`src/rtl/zxbus_ioctl_pkg.sv`:
```
// zxbus_ioctl_pkg: shared definitions for the Z80 I/O cycle controller.
//   - FSM state encoding (also exported on the debug state port)
//   - AY port decode constants (#FFFD / #BFFD) and the config nibble
//   - YM {BDIR,BC1} bus encodings and a chip-select helper
package zxbus_ioctl_pkg;

  typedef enum logic [2:0] {
    IDLE     = 3'd0,
    SETUP    = 3'd1,
    STRB     = 3'd2,
    HOLD     = 3'd3,
    READ     = 3'd4,
    WAIT_END = 3'd5
  } state_e;

  // AY ports: A15=1, A1=0; A14 selects #FFFD (address) or #BFFD (data)
  localparam logic       A15_AY     = 1'b1;
  localparam logic       A1_AY      = 1'b0;
  localparam logic       A14_ADDR   = 1'b1;
  // Writes to #FFFD with this upper nibble belong to the config block
  localparam logic [3:0] CFG_NIBBLE = 4'hF;

  // YM bus control, packed as {bdir, bc1}
  localparam logic [1:0] YM_BUS_IDLE  = 2'b00;
  localparam logic [1:0] YM_BUS_ADDR  = 2'b11;
  localparam logic [1:0] YM_BUS_WRITE = 2'b10;
  localparam logic [1:0] YM_BUS_READ  = 2'b01;

  // Active-low chip select pair for the YM picked by ym_sel
  function automatic logic [1:0] ym_cs_n_for(input logic sel);
    return sel ? 2'b01 : 2'b10;
  endfunction

endpackage

```
`src/rtl/zxbus_ioctl_if.sv`:
```
// zxbus_ioctl_if: bus bundle around the I/O cycle controller.
//   Z80 side : iorq_n, wr_n, rd_n, m1_n (asynchronous strobes), a15/a14/a1, d
//   Config   : ym_sel, saa_sel (from config block), cfg_d, cfg_wrstb (to it)
//   Chip bus : ym_bdir, ym_bc1, ym_cs_n[1:0], saa_cs_n, saa_wr_n, saa_a0,
//              chip_d (latched write data), rd_oe
// Protocol: there is no valid/ready handshake. A Z80 I/O cycle is framed by
// iorq_n low; address and data are stable for the whole frame. The controller
// answers each frame with exactly one action: a 1-clk cfg_wrstb pulse, a timed
// chip write (CS, then strobe, then CS released), or a read held until iorq_n
// rises again.
interface zxbus_ioctl_if;
  logic       iorq_n, wr_n, rd_n, m1_n;
  logic       a15, a14, a1;
  logic [7:0] d;
  logic       ym_sel, saa_sel;
  logic [7:0] cfg_d;
  logic       cfg_wrstb;
  logic       ym_bdir, ym_bc1;
  logic [1:0] ym_cs_n;
  logic       saa_cs_n, saa_wr_n, saa_a0;
  logic [7:0] chip_d;
  logic       rd_oe;

  // Z80 / config block side
  modport master (
    output iorq_n, wr_n, rd_n, m1_n, a15, a14, a1, d, ym_sel, saa_sel,
    input  cfg_d, cfg_wrstb, ym_bdir, ym_bc1, ym_cs_n,
           saa_cs_n, saa_wr_n, saa_a0, chip_d, rd_oe
  );

  // Controller side
  modport slave (
    input  iorq_n, wr_n, rd_n, m1_n, a15, a14, a1, d, ym_sel, saa_sel,
    output cfg_d, cfg_wrstb, ym_bdir, ym_bc1, ym_cs_n,
           saa_cs_n, saa_wr_n, saa_a0, chip_d, rd_oe
  );
endinterface

```
`src/rtl/zxbus_ioctl_sync2.sv`:
```
// sync2: two-flop synchronizer for one asynchronous strobe.
//   clk, rst_n : clock, async active-low reset (flops reset to 1 = inactive)
//   d_i        : raw asynchronous input
//   q_o        : synchronized output
module sync2 (
  input  logic clk,
  input  logic rst_n,
  input  logic d_i,
  output logic q_o
);
  logic meta_q, sync_q;

  always_ff @(posedge clk or negedge rst_n) begin
    if (!rst_n) begin
      meta_q <= 1'b1;
      sync_q <= 1'b1;
    end else begin
      meta_q <= d_i;
      sync_q <= meta_q;
    end
  end

  assign q_o = sync_q;
endmodule

```
`src/rtl/zxbus_ioctl.sv`:
```
// zxbus_ioctl: Z80-side I/O cycle controller for the sound card.
//   clk, rst_n : system clock (>= 4x Z80 clock), async active-low reset
//   bus        : zxbus_ioctl_if.slave (Z80 strobes/address/data, config
//                selects and config write, YM/SAA chip bus, rd_oe)
//   state_o    : current FSM state (debug)
// Parameter STRB_CYCLES (1..15): clocks the write strobe stays active.
module zxbus_ioctl
  import zxbus_ioctl_pkg::*;
#(
  parameter int unsigned STRB_CYCLES = 4
) (
  input  logic          clk,
  input  logic          rst_n,
  zxbus_ioctl_if.slave  bus,
  output state_e        state_o
);

  logic iorq_s, wr_s, rd_s, m1_s;

  sync2 u_sync_iorq (.clk(clk), .rst_n(rst_n), .d_i(bus.iorq_n), .q_o(iorq_s));
  sync2 u_sync_wr   (.clk(clk), .rst_n(rst_n), .d_i(bus.wr_n),   .q_o(wr_s));
  sync2 u_sync_rd   (.clk(clk), .rst_n(rst_n), .d_i(bus.rd_n),   .q_o(rd_s));
  sync2 u_sync_m1   (.clk(clk), .rst_n(rst_n), .d_i(bus.m1_n),   .q_o(m1_s));

  state_e     state_q;
  logic [1:0] settle_q;
  logic       armed_q;
  logic [3:0] cnt_q;
  logic       tgt_saa_q, phase_addr_q;
  logic [7:0] cfg_d_q, chip_d_q;
  logic       cfg_wrstb_q, ym_bdir_q, ym_bc1_q;
  logic [1:0] ym_cs_n_q;
  logic       saa_cs_n_q, saa_wr_n_q, saa_a0_q, rd_oe_q;

  logic ay_port, io_cycle, io_wr, io_rd, cfg_hit;

  // Address/data are sampled raw: they are stable for the whole I/O cycle.
  assign ay_port  = (bus.a15 == A15_AY) && (bus.a1 == A1_AY);
  assign io_cycle = armed_q && !iorq_s && m1_s;
  assign io_wr    = io_cycle && !wr_s && ay_port;
  assign io_rd    = io_cycle && !rd_s && ay_port;
  assign cfg_hit  = (bus.a14 == A14_ADDR) && (bus.d[7:4] == CFG_NIBBLE);

  always_ff @(posedge clk or negedge rst_n) begin
    if (!rst_n) begin
      state_q      <= IDLE;
      settle_q     <= 2'b00;
      armed_q      <= 1'b0;
      cnt_q        <= 4'd0;
      tgt_saa_q    <= 1'b0;
      phase_addr_q <= 1'b0;
      cfg_d_q      <= 8'hFF;
      chip_d_q     <= 8'h00;
      cfg_wrstb_q  <= 1'b0;
      ym_bdir_q    <= 1'b0;
      ym_bc1_q     <= 1'b0;
      ym_cs_n_q    <= 2'b11;
      saa_cs_n_q   <= 1'b1;
      saa_wr_n_q   <= 1'b1;
      saa_a0_q     <= 1'b0;
      rd_oe_q      <= 1'b0;
    end else begin
      cfg_wrstb_q <= 1'b0;

      // The synchronizers come out of reset showing "inactive" regardless of
      // the real strobe, so iorq_s is only trusted once two real samples have
      // flushed through. Arming on a trusted iorq high means a Z80 cycle that
      // straddles reset release is never executed.
      if (settle_q != 2'b11) begin
        settle_q <= {settle_q[0], 1'b1};
      end else if (iorq_s) begin
        armed_q <= 1'b1;
      end

      // Outputs are driven on the edge entering each state so that they are
      // visible for the whole state: CS across SETUP/STRB/HOLD, strobe in STRB.
      case (state_q)
        IDLE: begin
          if (io_wr) begin
            if (cfg_hit) begin
              cfg_d_q     <= bus.d;
              cfg_wrstb_q <= 1'b1;
              state_q     <= WAIT_END;
            end else begin
              chip_d_q     <= bus.d;
              phase_addr_q <= bus.a14;
              tgt_saa_q    <= bus.saa_sel;
              if (bus.saa_sel) begin
                saa_cs_n_q <= 1'b0;
                saa_a0_q   <= bus.a14;
              end else begin
                ym_cs_n_q  <= ym_cs_n_for(bus.ym_sel);
              end
              state_q <= SETUP;
            end
          end else if (io_rd) begin
            // SAA is write-only, so every decoded read goes to a YM.
            ym_cs_n_q              <= ym_cs_n_for(bus.ym_sel);
            {ym_bdir_q, ym_bc1_q}  <= YM_BUS_READ;
            rd_oe_q                <= 1'b1;
            state_q                <= READ;
          end
        end
        SETUP: begin
          cnt_q <= 4'(STRB_CYCLES - 1);
          if (tgt_saa_q) begin
            saa_wr_n_q <= 1'b0;
          end else begin
            {ym_bdir_q, ym_bc1_q} <= phase_addr_q ? YM_BUS_ADDR : YM_BUS_WRITE;
          end
          state_q <= STRB;
        end
        STRB: begin
          if (cnt_q == 4'd0) begin
            saa_wr_n_q            <= 1'b1;
            {ym_bdir_q, ym_bc1_q} <= YM_BUS_IDLE;
            state_q               <= HOLD;
          end else begin
            cnt_q <= cnt_q - 4'd1;
          end
        end
        HOLD: begin
          ym_cs_n_q  <= 2'b11;
          saa_cs_n_q <= 1'b1;
          state_q    <= iorq_s ? IDLE : WAIT_END;
        end
        READ: begin
          if (iorq_s) begin
            ym_cs_n_q             <= 2'b11;
            {ym_bdir_q, ym_bc1_q} <= YM_BUS_IDLE;
            rd_oe_q               <= 1'b0;
            state_q               <= IDLE;
          end
        end
        WAIT_END: begin
          if (iorq_s) state_q <= IDLE;
        end
        default: state_q <= IDLE;
      endcase
    end
  end

  assign bus.cfg_d     = cfg_d_q;
  assign bus.cfg_wrstb = cfg_wrstb_q;
  assign bus.ym_bdir   = ym_bdir_q;
  assign bus.ym_bc1    = ym_bc1_q;
  assign bus.ym_cs_n   = ym_cs_n_q;
  assign bus.saa_cs_n  = saa_cs_n_q;
  assign bus.saa_wr_n  = saa_wr_n_q;
  assign bus.saa_a0    = saa_a0_q;
  assign bus.chip_d    = chip_d_q;
  assign bus.rd_oe     = rd_oe_q;
  assign state_o       = state_q;

endmodule

```
`src/flat_wrapper.sv`:
```
// flat-port wrapper written by rule: the top's interface ports become plain ports
module zxbus_ioctl_flat import zxbus_ioctl_pkg::*;
#(
  parameter int unsigned STRB_CYCLES = 4
)
  (clk, rst_n, state_o, bus_iorq_n, bus_wr_n, bus_rd_n, bus_m1_n, bus_a15, bus_a14, bus_a1, bus_d, bus_ym_sel, bus_saa_sel, bus_cfg_d, bus_cfg_wrstb, bus_ym_bdir, bus_ym_bc1, bus_ym_cs_n, bus_saa_cs_n, bus_saa_wr_n, bus_saa_a0, bus_chip_d, bus_rd_oe);
  zxbus_ioctl_if bus_i ();
  input  logic clk;
  input  logic rst_n;
  output state_e state_o;
  input wire logic [$bits(bus_i.iorq_n)-1:0] bus_iorq_n;
  input wire logic [$bits(bus_i.wr_n)-1:0] bus_wr_n;
  input wire logic [$bits(bus_i.rd_n)-1:0] bus_rd_n;
  input wire logic [$bits(bus_i.m1_n)-1:0] bus_m1_n;
  input wire logic [$bits(bus_i.a15)-1:0] bus_a15;
  input wire logic [$bits(bus_i.a14)-1:0] bus_a14;
  input wire logic [$bits(bus_i.a1)-1:0] bus_a1;
  input wire logic [$bits(bus_i.d)-1:0] bus_d;
  input wire logic [$bits(bus_i.ym_sel)-1:0] bus_ym_sel;
  input wire logic [$bits(bus_i.saa_sel)-1:0] bus_saa_sel;
  output wire logic [$bits(bus_i.cfg_d)-1:0] bus_cfg_d;
  output wire logic [$bits(bus_i.cfg_wrstb)-1:0] bus_cfg_wrstb;
  output wire logic [$bits(bus_i.ym_bdir)-1:0] bus_ym_bdir;
  output wire logic [$bits(bus_i.ym_bc1)-1:0] bus_ym_bc1;
  output wire logic [$bits(bus_i.ym_cs_n)-1:0] bus_ym_cs_n;
  output wire logic [$bits(bus_i.saa_cs_n)-1:0] bus_saa_cs_n;
  output wire logic [$bits(bus_i.saa_wr_n)-1:0] bus_saa_wr_n;
  output wire logic [$bits(bus_i.saa_a0)-1:0] bus_saa_a0;
  output wire logic [$bits(bus_i.chip_d)-1:0] bus_chip_d;
  output wire logic [$bits(bus_i.rd_oe)-1:0] bus_rd_oe;
  assign bus_i.iorq_n = bus_iorq_n;
  assign bus_i.wr_n = bus_wr_n;
  assign bus_i.rd_n = bus_rd_n;
  assign bus_i.m1_n = bus_m1_n;
  assign bus_i.a15 = bus_a15;
  assign bus_i.a14 = bus_a14;
  assign bus_i.a1 = bus_a1;
  assign bus_i.d = bus_d;
  assign bus_i.ym_sel = bus_ym_sel;
  assign bus_i.saa_sel = bus_saa_sel;
  assign bus_cfg_d = bus_i.cfg_d;
  assign bus_cfg_wrstb = bus_i.cfg_wrstb;
  assign bus_ym_bdir = bus_i.ym_bdir;
  assign bus_ym_bc1 = bus_i.ym_bc1;
  assign bus_ym_cs_n = bus_i.ym_cs_n;
  assign bus_saa_cs_n = bus_i.saa_cs_n;
  assign bus_saa_wr_n = bus_i.saa_wr_n;
  assign bus_saa_a0 = bus_i.saa_a0;
  assign bus_chip_d = bus_i.chip_d;
  assign bus_rd_oe = bus_i.rd_oe;
  zxbus_ioctl #(.STRB_CYCLES(STRB_CYCLES)) u_core (.clk(clk), .rst_n(rst_n), .bus(bus_i), .state_o(state_o));
endmodule
```
`config.mk`:
```
export PLATFORM = sky130hd
export DESIGN_NAME = zxbus_ioctl_flat
export DESIGN_NICKNAME = d
export VERILOG_FILES = /design/src/rtl/zxbus_ioctl_pkg.sv /design/src/rtl/zxbus_ioctl_if.sv /design/src/rtl/zxbus_ioctl_sync2.sv /design/src/rtl/zxbus_ioctl.sv /design/src/flat_wrapper.sv
export SDC_FILE = /design/constraint.sdc
export NUM_CORES = 1
export LEC_CHECK = 0
export BUFFER_PORTS_ARGS = -buffer_cell sky130_fd_sc_hd__buf_4
export CORE_ASPECT_RATIO = 1.4
export CORE_UTILIZATION = 37
export CTS_CLUSTER_DIAMETER = 150
export DETAILED_ROUTE_END_ITERATION = 8
export GPL_TIMING_DRIVEN = 0
export PLACE_DENSITY = 0.6
export SYNTH_ARGS = -nofsm -noshare
export SYNTH_HDL_FRONTEND = slang
export SYNTH_SLANG_ARGS = --single-unit
```
`constraint.sdc`:
```
create_clock -name clk -period 2 [get_ports clk]
set_clock_uncertainty 0.2 [all_clocks]
set_input_delay 0.2 -clock clk [delete_from_list [all_inputs] [get_ports clk]]
set_output_delay 0.2 -clock clk [all_outputs]
set_load 0.05 [all_outputs]
```
## Word level (Yosys, flattened, before mapping)

Index checks and enable logic that the tools add are counted.

| storage, ports and cells | value |
|---|---|
| input bits | 19 |
| output and inout bits | 28 |
| register bits after elaboration | 45 |
| logic and storage cells | 117 |

| operators by class | value |
|---|---|
| $add $sub $neg | 1 |
| bitwise logic cells | 3 |
| eq/ne operators | 21 |
| mux-type cells | 38 |
| reduce and logical (&&, ||, !) cells | 30 |

Operator list:

| kind | count |
|---|---|
| 2-to-1 mux 3 bit | 6 |
| 2-to-1 mux 1 bit | 17 |
| one-hot mux 3 bit (5 select lines) | 1 |
| inequality test 2 bit, second input constant | 7 |
| 2-to-1 mux 2 bit | 6 |
| AND reduction 3 bit | 4 |
| AND reduction 4 bit | 3 |
| inequality test 2 x 1 -> 1 bit, second input constant | 5 |
| logical AND 1 bit | 8 |
| one-hot mux 1 bit (4 select lines) | 2 |
| one-hot mux 4 bit (2 select lines) | 1 |
| equality test 3 x 2 -> 1 bit, second input constant | 2 |
| equality test 3 bit, second input constant | 2 |
| inequality test 3 bit, second input constant | 2 |
| one-hot mux 1 bit (2 select lines) | 3 |
| one-hot mux 2 bit (3 select lines) | 1 |
| AND reduction 6 bit | 1 |
| nonzero test 2 bit | 3 |
| AND reduction 5 bit | 1 |
| equality test 4 bit, second input constant | 1 |
| logical NOT 4 bit | 1 |
| 2-to-1 mux 4 bit | 1 |
| AND reduction 2 bit | 2 |
| nonzero test 4 bit | 1 |
| 8 further kinds | 12 |

## Logic depth before layout (Yosys ltp)

| logic depth | value |
|---|---|
| depth after elaboration | 8 |
| gate-level depth with buffers | 6 |
| mapped depth without buffers | 6 |

## Modules after synthesis

Synthesis repeated with hierarchy kept, for this count alone.

| unflattened totals | value |
|---|---|
| cells, all modules | 153 |
| area, all modules | 1913.1 um2 |

By module, submodules not included:

| module | sequential area each (um2) | cells an instance | area each (um2) | times used |
|---|---|---|---|---|
| zxbus_ioctl | 940.9 | 145 | 1702.9 | 1 |
| sync2 | 52.6 | 2 | 52.6 | 4 |

## Worst setup path after synthesis

Ideal clock, no wire load.

| timing | value |
|---|---|
| path kind | register to register |
| start point | register u_core.state_q[1] (netlist: u_core.state_o[1]) |
| end point | register u_core.saa_a0_q (netlist: u_core.bus.saa_a0) |
| arrival time | 1.911 ns |
| period minus slack after synthesis | 2.236 ns |
| data required time | 1.675 ns |
| buffers on the path | 1 |
| path slack | -0.236 ns |
| stages on the path, launching flop included | 6 |
| library setup time | 0.125 ns |
| path through | dfrtp_1 -> buf_6 -> nor3_4 -> nand4b_4 -> or3b_4 -> mux2_4 |

| on the way | value |
|---|---|
| longest elaborated chain between the ends | 2 |

Ends and longest elaborated chain:

| what | RTL line | text |
|---|---|---|
| start: declaration | zxbus_ioctl.sv:25 | `state_e state_q;` |
| start signal: assignment | zxbus_ioctl.sv:125 | `state_q <= iorq_s ? IDLE : WAIT_END;` |
| logical NOT 3 bit | zxbus_ioctl.sv:77 | `case (state_q)` |
| AND reduction 4 bit (no source line) | -- |  |
| end signal: assignment | zxbus_ioctl.sv:90 | `saa_a0_q <= bus.a14;` |
| end: declaration | zxbus_ioctl.sv:33 | `logic saa_cs_n_q, saa_wr_n_q, saa_a0_q, rd_oe_q;` |

Every way passes these cells.
A chain may end at the register's enable or synchronous reset.

## Worst setup path after layout

| timing | value |
|---|---|
| start point | register u_core.u_sync_m1.sync_q (netlist: u_core.u_sync_m1.q_o) |
| end point | register u_core.saa_a0_q (netlist: u_core.bus.saa_a0) |

| on the way | value |
|---|---|
| longest elaborated chain between the ends | 4 |

Ends and longest elaborated chain:

| what | RTL line | text |
|---|---|---|
| start: declaration | zxbus_ioctl_sync2.sv:11 | `logic meta_q, sync_q;` |
| start signal: assignment | zxbus_ioctl_sync2.sv:19 | `sync_q <= meta_q;` |
| logical AND 1 bit | zxbus_ioctl.sv:39 | `assign io_cycle = armed_q && !iorq_s && m1_s;` |
| logical AND 1 bit (2 in a row) | zxbus_ioctl.sv:40 | `assign io_wr = io_cycle && !wr_s && ay_port;` |
| AND reduction 4 bit (no source line) | -- |  |

Every way passes these cells.

==> results.toml <==
[outcome]
outcome = "complete, no violations"

[grt]
grt_usage = 0.169
grt_pass1_vias = 1569
grt_pass1_wl_mm = 7.09
antenna_found_initial = 0
grt.overflow.total = 0
grt_max_degree = 46

[floorplan]
die_w_um = 63.1
rows = 30
coreArea_um2 = 4920
die_area_um2 = 5520
die_h_um = 87.5
start_util = 0.393
io_pins = 47

[detailed_routing]
drc = 0
routed_wl_mm = 4.27
vias_per_cell = 5.01
num_vias = 1463
drtIter0Drc = 26
routedWlPerCell_um = 14.6
first_pass_iters = 4
ant_nets = 0

[logic_synthesis]
syn_inst = 153
synth.yosys.seq_area_share = 0.595
synth.cell_area_um2 = 1930
synthFlopType = "dfrtp_1"
syn_area_per_cell_um2 = 12.6
ys_ff_latch = 45
ys_warn_count = 0
netlist-cell-type-count = 46
synth_edf_count = 0
synth_nets = 174
synth-async-reset-ratio = 1.00

[placed_design]
dp_slack_ns = -0.162
place_congestion = 0.776
hpwl_mm = 3.02
place.port_buffers = 46

[clock_network]
clkTransAtPathRegs_ns = 0.08
clock_sinks = 45
clk_latency_ns = 0.29
cts.htree.levels = 2
clock_path_buffers = 2
cts_root_buffer = "clkbuf_8"
cts_buffers = 5
cts_tree = "built"

[sta]
rsz0062_at_grt = "yes"
fin_crit_ns = 2.00
fin_crit_sh = 0.999
fin_ws_ns = 0.00176
clock.fmax_ghz = 0.500
setup_violations = 0
maxSlewViolCount = 0
hold_viol_final = 0
worst-slew-pin-transition_ns = 0.551
timing.hold.ws_ns = 0.0748
relSlewSlack = 0.633

[power_and_ir_drop]
power_mw = 3.64
power.density_nw_per_um2 = 1360
power.leakage_nw = 1.24
ir_drop_mv = 0.701

[setup_path]
start_kind = "flip-flop"
required_ns = 1.98
cp_cell_sequence = "and4bb_4 -> nand4b_4 -> or3b_4 -> mux2_4"
slowest_delay_ns = 0.52
cp_slowest_cell = "dfstp_2"
worstPathMaxFanout = 4
endpoint_kind = "flip-flop"
crit_type = "reg -> reg"
cp.arrival_ns = 1.98

[final_layout]
final_common_cell = "buf_4"
final_cell_mix = "buf_4 (53), dfrtp_1 (22), dfstp_2 (20)"
fin_util = 0.543
nets = 248
area_growth_syn_to_layout_pct = 38.2
n_antenna_cell = 0
drive_gt1_frac = 0.496
fillers = 420

[worst_hold_path]
hold_class = "in -> reg"

[job]
maxCapViolations = 0
==> path summary, 6_finish.rpt <==
check,start,end,slack [ns],cells past startpoint
min in group asynchronous,rst_n,u_core.armed_q,0.23,2
worst max-delay path,u_core.u_sync_m1.q_o,u_core.bus.saa_a0,0.002,4
max in group asynchronous,rst_n,u_core.state_o[0],0.96,2
worst max register to register,u_core.u_sync_m1.q_o,u_core.bus.saa_a0,0.002,4
worst min register to register,u_core.u_sync_rd.meta_q,u_core.u_sync_rd.q_o,0.16,0
worst min-delay path,bus_ym_sel,u_core.bus.ym_cs_n[1],0.07,4
==> logic make-up (layout without fill, tap and decap cells) <==
| logic type | Yosys count | count (layout) | synth area share |
|---|---|---|---|
| buffers and inverters | 9 | 84 | 0.0214 |
| muxes | 15 | 15 | 0.0880 |
| adders and majority gates | 2 | 2 | 0.0129 |
| AOI/OAI and AO/OA | 29 | 29 | 0.0990 |
| and+or+nand+nor | 49 | 49 | 0.168 |
| DFF | 45 | 45 | 0.595 |
| xor gates and xnor gates | 3 | 3 | 0.0136 |
| other | 1 | 1 | 0.00194 |
==> state kept, by name (all words and copies together) (netlist names) <==
register	cells
u_core.armed_q	1
u_core.bus.cfg_d	8
u_core.bus.cfg_wrstb	1
u_core.bus.chip_d	8
u_core.bus.rd_oe	1
u_core.bus.saa_a0	1
u_core.bus.saa_cs_n	1
u_core.bus.saa_wr_n	1
u_core.bus.ym_bc1	1
u_core.bus.ym_bdir	1
u_core.bus.ym_cs_n	2
u_core.cnt_q	4
u_core.phase_addr_q	1
u_core.settle_q	2
u_core.state_o	3
u_core.tgt_saa_q	1
u_core.u_sync_iorq.meta_q	1
u_core.u_sync_iorq.q_o	1
u_core.u_sync_m1.meta_q	1
u_core.u_sync_m1.q_o	1
u_core.u_sync_rd.meta_q	1
u_core.u_sync_rd.q_o	1
u_core.u_sync_wr.meta_q	1
u_core.u_sync_wr.q_o	1
==> power breakdown <==
group          internal [mW]  switching [mW]  leakage (nW)
Clock                  0.282           0.295        0.0455
Sequential              1.17           0.169         0.513
Combinational          0.630            1.09         0.683
Total                   2.08            1.55          1.24
==> worst max-delay path: cells and delay by family, from the launching register on <==
family	cells	cell delay (ns)
flops	1	0.52
mux	1	0.31
simple gates	3	0.85
==> synthesized netlist by cell type (all sizes together), types with 2 or more instances <==
| cell type | instances | area [um^2] |
|---|---|---|
| dfrtp | 25 | 626 |
| dfstp | 20 | 526 |
| mux2 | 13 | 150 |
| nor2 | 12 | 47.6 |
| o21ai | 9 | 45.0 |
| nor3 | 5 | 47.5 |
| or2 | 5 | 31.3 |
| clkbuf | 4 | 15.0 |
| inv | 4 | 15.0 |
| nand2 | 4 | 15.0 |
| nand2b | 4 | 25.0 |
| a21oi | 3 | 15.0 |
| nand4 | 3 | 18.8 |
| o22a | 3 | 26.3 |
| o22ai | 3 | 18.8 |
| o31ai | 3 | 22.5 |
| a31oi | 2 | 12.5 |
| ha | 2 | 25.0 |
| mux2i | 2 | 20.0 |
| nand3 | 2 | 10.0 |
| nand4b | 2 | 32.5 |
| or2b | 2 | 15.0 |
| or3b | 2 | 20.0 |
| xor2 | 2 | 17.5 |
==> cell type report <==
| class | count | area [um^2] | share of cell area |
|---|---|---|---|
| sequential | 45 | 1150 | 0.432 |
| buffer | 5 | 26.3 | 0.00984 |
| tap | 64 | 80.1 | 0.0300 |
| clock buffer | 8 | 90.1 | 0.0337 |
| inverter | 4 | 15.0 | 0.00562 |
| multi-input combinational | 99 | 767 | 0.287 |
| timing repair buffer | 67 | 538 | 0.201 |
==> per-stage QoR <==
stage          cells  setup TNS (ns)  cell area, um^2
3_3_place_gp     263          -0.847             2360
5_1_grt          292         -0.0476             2670
2_1_floorplan    153          -0.309             1940
6_report         292               0             2670
4_1_cts          288               0             2630
3_5_place_dp     263           -1.34             2360
==> per-layer routing <==
metal | wire length, um | vias to the layer above | GRT usage
met5 | 0 | - | 0
met4 | 67 | 0 | 0.0782
met3 | 216 | 6 | 0.0366
met2 | 2330 | 46 | 0.326
met1 | 1650 | 721 | 0.173
li1 | - | 690 | -
==> timing repair <==
| action | in CTS | in global routing |
|---|---|---|
| hold buffers | 14 | 0 |
| endpoints found under the setup margin | 13 | 8 |
| setup buffers | 3 | 4 |
| endpoints found under the hold margin | 43 | 0 |
| gates resized for setup | 4 | 3 |
| pin swaps | 2 | 3 |
Power figures use the tool's default switching activity.
